File: config.mk
export PLATFORM = sky130hd
export DESIGN_NAME = be_dual_port_memory
export DESIGN_NICKNAME = d
export VERILOG_FILES = /design/src/rtl/be_dual_port_memory.sv
export SDC_FILE = /design/constraint.sdc
export NUM_CORES = 1
export LEC_CHECK = 0
export CELL_PAD_IN_SITES_DETAIL_PLACEMENT = 0
export CELL_PAD_IN_SITES_GLOBAL_PLACEMENT = 1
export CORE_MARGIN = 10
export CORE_UTILIZATION = 53
export DETAILED_ROUTE_END_ITERATION = 16
export PLACE_DENSITY_LB_ADDON = 0.08
export SETUP_SLACK_MARGIN = 0.4
export SLEW_MARGIN = 20
export SYNTH_ARGS = -nofsm -noshare
export SYNTH_HDL_FRONTEND = slang
export SYNTH_SLANG_ARGS = --single-unit
export TNS_END_PERCENT = 5
File: constraint.sdc
create_clock -name clk -period 3.75 [get_ports clk]
set_clock_uncertainty 0.15 [all_clocks]
set_input_delay 0.375 -clock clk [delete_from_list [all_inputs] [get_ports clk]]
set_output_delay 0.375 -clock clk [all_outputs]
set_load 0.01 [all_outputs]
File: src/rtl/be_dual_port_memory.sv
// be_dual_port_memory: byte-enabled scratch RAM with separate write/read ports and a sequential clear sweep
module be_dual_port_memory #(
  parameter int WIDTH       = 32,
  parameter int BYTE_W      = 8,
  parameter int DEPTH       = 16,
  parameter int ADDR_WIDTH  = 4,
  parameter int RD_LATENCY  = 1,
  parameter int WRITE_FIRST = 0
) (
  input  logic                    clk,
  input  logic                    rst,
  input  logic                    init_req,
  output logic                    busy,
  input  logic                    we,
  input  logic [ADDR_WIDTH-1:0]   waddr,
  input  logic [WIDTH-1:0]        wdata,
  input  logic [WIDTH/BYTE_W-1:0] wbe,
  input  logic                    re,
  input  logic [ADDR_WIDTH-1:0]   raddr,
  output logic [WIDTH-1:0]        rdata,
  output logic                    rvalid
);
  localparam int NB = WIDTH / BYTE_W;
  localparam logic [ADDR_WIDTH:0]   LIMIT = (ADDR_WIDTH + 1)'(DEPTH);
  localparam logic [ADDR_WIDTH-1:0] LAST  = ADDR_WIDTH'(DEPTH - 1);
  typedef enum logic {IDLE, CLEAR} state_t;
  state_t state, state_n;
  logic [ADDR_WIDTH-1:0] ptr;
  logic [WIDTH-1:0] mem [DEPTH];
  logic idle, wr_in, rd_in, wr_ok, rd_ok;
  logic [WIDTH-1:0] old_word, merged, rd_word;
  assign idle  = state == IDLE && !rst;
  assign wr_in = {1'b0, waddr} < LIMIT;
  assign rd_in = {1'b0, raddr} < LIMIT;
  assign wr_ok = idle && we && !init_req && wr_in;
  assign rd_ok = idle && re;
  assign busy  = rst || state == CLEAR;
  always_ff @(posedge clk) begin
    state <= rst ? CLEAR : state_n;
    ptr   <= (rst || state == IDLE) ? '0 : ptr + 1'b1;
  end
  always_comb begin
    state_n = (state == IDLE) ? (init_req ? CLEAR : IDLE) : (ptr == LAST ? IDLE : CLEAR);
  end
  always_ff @(posedge clk) begin
    if (state == CLEAR && !rst)
      mem[ptr] <= '0;
    else if (wr_ok)
      for (int k = 0; k < NB; k++)
        if (wbe[k]) mem[waddr][k*BYTE_W +: BYTE_W] <= wdata[k*BYTE_W +: BYTE_W];
  end
  // Read data is captured at request time, so in-flight reads keep pre-clear contents.
  always_comb begin
    old_word = rd_in ? mem[raddr] : '0;
    merged   = old_word;
    for (int k = 0; k < NB; k++)
      if (wbe[k]) merged[k*BYTE_W +: BYTE_W] = wdata[k*BYTE_W +: BYTE_W];
    rd_word = (WRITE_FIRST != 0 && wr_ok && waddr == raddr) ? merged : old_word;
  end
  if (RD_LATENCY == 2) begin : g_lat2
    logic p_valid;
    logic [WIDTH-1:0] p_data;
    always_ff @(posedge clk) begin
      if (rst) begin
        p_valid <= 1'b0;
        p_data  <= '0;
        rvalid  <= 1'b0;
        rdata   <= '0;
      end else begin
        p_valid <= rd_ok;
        if (rd_ok) p_data <= rd_word;
        rvalid <= p_valid;
        if (p_valid) rdata <= p_data;
      end
    end
  end else begin : g_lat1
    always_ff @(posedge clk) begin
      if (rst) begin
        rvalid <= 1'b0;
        rdata  <= '0;
      end else begin
        rvalid <= rd_ok;
        if (rd_ok) rdata <= rd_word;
      end
    end
  end
endmodule

==> metrics.yaml <==
outcome: "complete, no violations"
hold_depth: 3
grtUsageTotal: 0.1910
ir_drop_mv: 0.3568
internal-power_mw: 10.26
rows: 73
avgSynthCellArea_um2: 19.57
seq_area_frac_synth: 0.7518
drive_above_1_share: 0.2589
place.port_buffers: 82
period_share: 0.7916
power_leakage_nw: 7.508
fin_tns_setup_ns: 0
cts.root.buffer_cell: "clkbuf_16"
synth_common_cells: "edfxtp_1 (512), mux4_2 (97), a22oi_1 (63), mux2i_1 (63), nor3_1 (48)"
slew-limit-headroom: 0.2989
r2r-start: "state"
fmax_mhz: 336.9
end_kind: "flip-flop"
via_per_inst: 5.845
dpl.hpwl_um: 29550
die_y_um: 221.2
wl_um: 46560
ioPinCount: 83
drtIter0Drc: 901
cp.arrival_ns: 3.11
seq_power_share: 0.526
critical_path_required_ns: 3.90
grt_pass1_vias: 11240
total_power_mw: 12.78
ff_latch_area_um2: 16140
setup_violations: 0
worstHoldStart: "raddr[0]"
area.growth.synth_to_final_pct: 17.43
gp_congestion: 0.7844
grt_overflow: 0
synthTopCellsByArea: "edfxtp_1 (72%), mux4_2 (10%), dfxtp_1 (3.5%)"
die_w_um: 221.2
die-area_um2: 48940
synth_most_common_cell: "edfxtp_1"
nets: 1291
drv_slew: 0
combPwrFrac: 0.040
synthArstFlopShare: 0
switching_power_mw: 2.522
tightest_slew_ns: 1.044
drv_cap: 0
synth-edff-count: 512
wl_per_cell_um: 25.70
synthesis.nets: 1147
path_clk_slew_ns: 0.06
yosysWarnings: 0
path_class: "reg -> reg"
numCtsBuffers: 54
cts.repair.resized: 0
reg2regPathDepth: 6
postCtsHoldBufs: 0
vias: 10590
netlist_area_um2: 21460
cts_num_sinks: 550
power_density_nw_per_um2: 507.1
post_cts_buffers: 0
htree_num_levels: 2
rr_endpoint: "mem[11][5]"
grt_max_degree: 49
synthCells: 1097
start_util: 0.5377
rsz0062_at_grt: "false"
grt_first_pass_wirelength_um: 71790
antenna_found_initial: 0
critPathMaxFanout: 16
hold_class: "in -> reg"
min_to: "rdata[9]"
drtAntennaViolNets: 0
start_kind: "flip-flop"
ys_types: 33
yosysTopAreaCellShare: 0.7163
p_clk_frac: 0.434
ys_seq_elements: 550
drc_errors: 0
p_sw_frac: 0.1973
fillers: 2755
rrSetupSlack_ns: 0.78
multi_input_area_um2: 5022
yosysTopAreaCell: "edfxtp_1"
synth_ff_type: "edfxtp_1"
coreArea_um2: 39910
min_period_ns: 2.969
max-clock-path-buffers: 3
tritoncts: "yes"
first_pass_iters: 4
final_hold_viol_count: 0
clkLatencyLatePin_ns: 0.59
[per-layer routing]
metal,vias up,track usage,part of all wire
met2,257,0.3055,0.49
met1,5509,0.2657,0.44
met4,0,0.05812,0.023
met5,-,0,0
met3,68,0.03098,0.043
li1,4757,-,-
[cells in the final DEF (no fill, tap or decap), drive strengths merged, types with 2 or more instances in the layout]
master | netlist | layout
edfxtp | 512 | 512
mux4 | 97 | 97
buf | 35 | 84
clkdlybuf4s50 | 0 | 79
clkbuf | 41 | 70
mux2i | 68 | 68
nor3 | 64 | 64
a22oi | 63 | 63
nand2 | 38 | 38
dfxtp | 38 | 38
mux2 | 35 | 35
and2 | 34 | 34
o211ai | 31 | 31
clkinv | 0 | 18
nor2b | 11 | 11
nor2 | 8 | 8
bufinv | 0 | 8
clkinvlp | 0 | 5
a21oi | 5 | 5
or2 | 5 | 5
inv | 2 | 3
nand2b | 2 | 2
nor3b | 2 | 2
[area by class of cell]
cell class,count,share of cell area
multi-input combinational,469,0.1993
tap,525,0.02606
antenna,1,0.00009929
clock buffer,69,0.05838
clock inverter,32,0.01464
timing repair buffer,164,0.06106
inverter,2,0.0002979
sequential,550,0.6402
[power by group through the flow]
stage               sequential [mW]  combinational, mW  clock (mW)
detailed placement             6.85              0.515           0
global route                   6.73              0.548        5.91
floorplan                      6.85              0.310           0
global placement               6.85              0.512           0
finish                         6.72              0.513        5.54
CTS                            6.72              0.517        5.64
[state kept, by name (all words and copies together) (netlist names)]
name / count
rdata: 32
rvalid: 1
mem: 512
state: 1
ptr: 4
[cell families after synthesis]
| logic type | synth area share |
|---|---|
| flip-flops | 0.7518 |
| multiplexers | 0.1527 |
| AND/OR/NAND/NOR | 0.04331 |
| AO/OA/AOI/OAI | 0.03434 |
| buffers and inverters | 0.01644 |
| XOR/XNOR | 0.0008163 |
| adder cells (fa/ha/maj) | 0.0005829 |
[worst max path at each step]
stage | start | to | depth (start not counted)
2_1_floorplan | state | mem[12][24] | 6
3_3_place_gp | rst | mem[11][4] | 7
3_5_place_dp | rst | mem[8][30] | 7
4_1_cts | state | mem[8][27] | 6
5_1_grt | state | mem[11][4] | 6
6_report | state | mem[11][5] | 6
[metrics by stage]
| stage | instances | instance area (um2) | utilization | hold slack (ns) | setup WS [ns] |
|---|---|---|---|---|---|
| floorplan | 1097 | 21460 | - | 0.3096 | 0.9148 |
| global placement | 1710 | 23340 | 0.5848 | 0.3217 | 0.3268 |
| detailed placement | 1710 | 23340 | 0.5848 | 0.3278 | 0.2358 |
| CTS | 1811 | 25180 | 0.6309 | 0.1350 | 0.7184 |
| global route | 1811 | 25200 | 0.6314 | 0.1657 | 0.6674 |
| finish | 1812 | 25200 | 0.6315 | 0.1593 | 0.7814 |
[critical path, cell delays in order (launching register included)]
cell     delay, ns
dfxtp_1       0.32
or2_1         0.27
nor3b_4       0.51
buf_4         0.30
mux2_2        0.57
nor3_1        0.31
buf_4         0.23
Power figures use the tool's default switching activity.
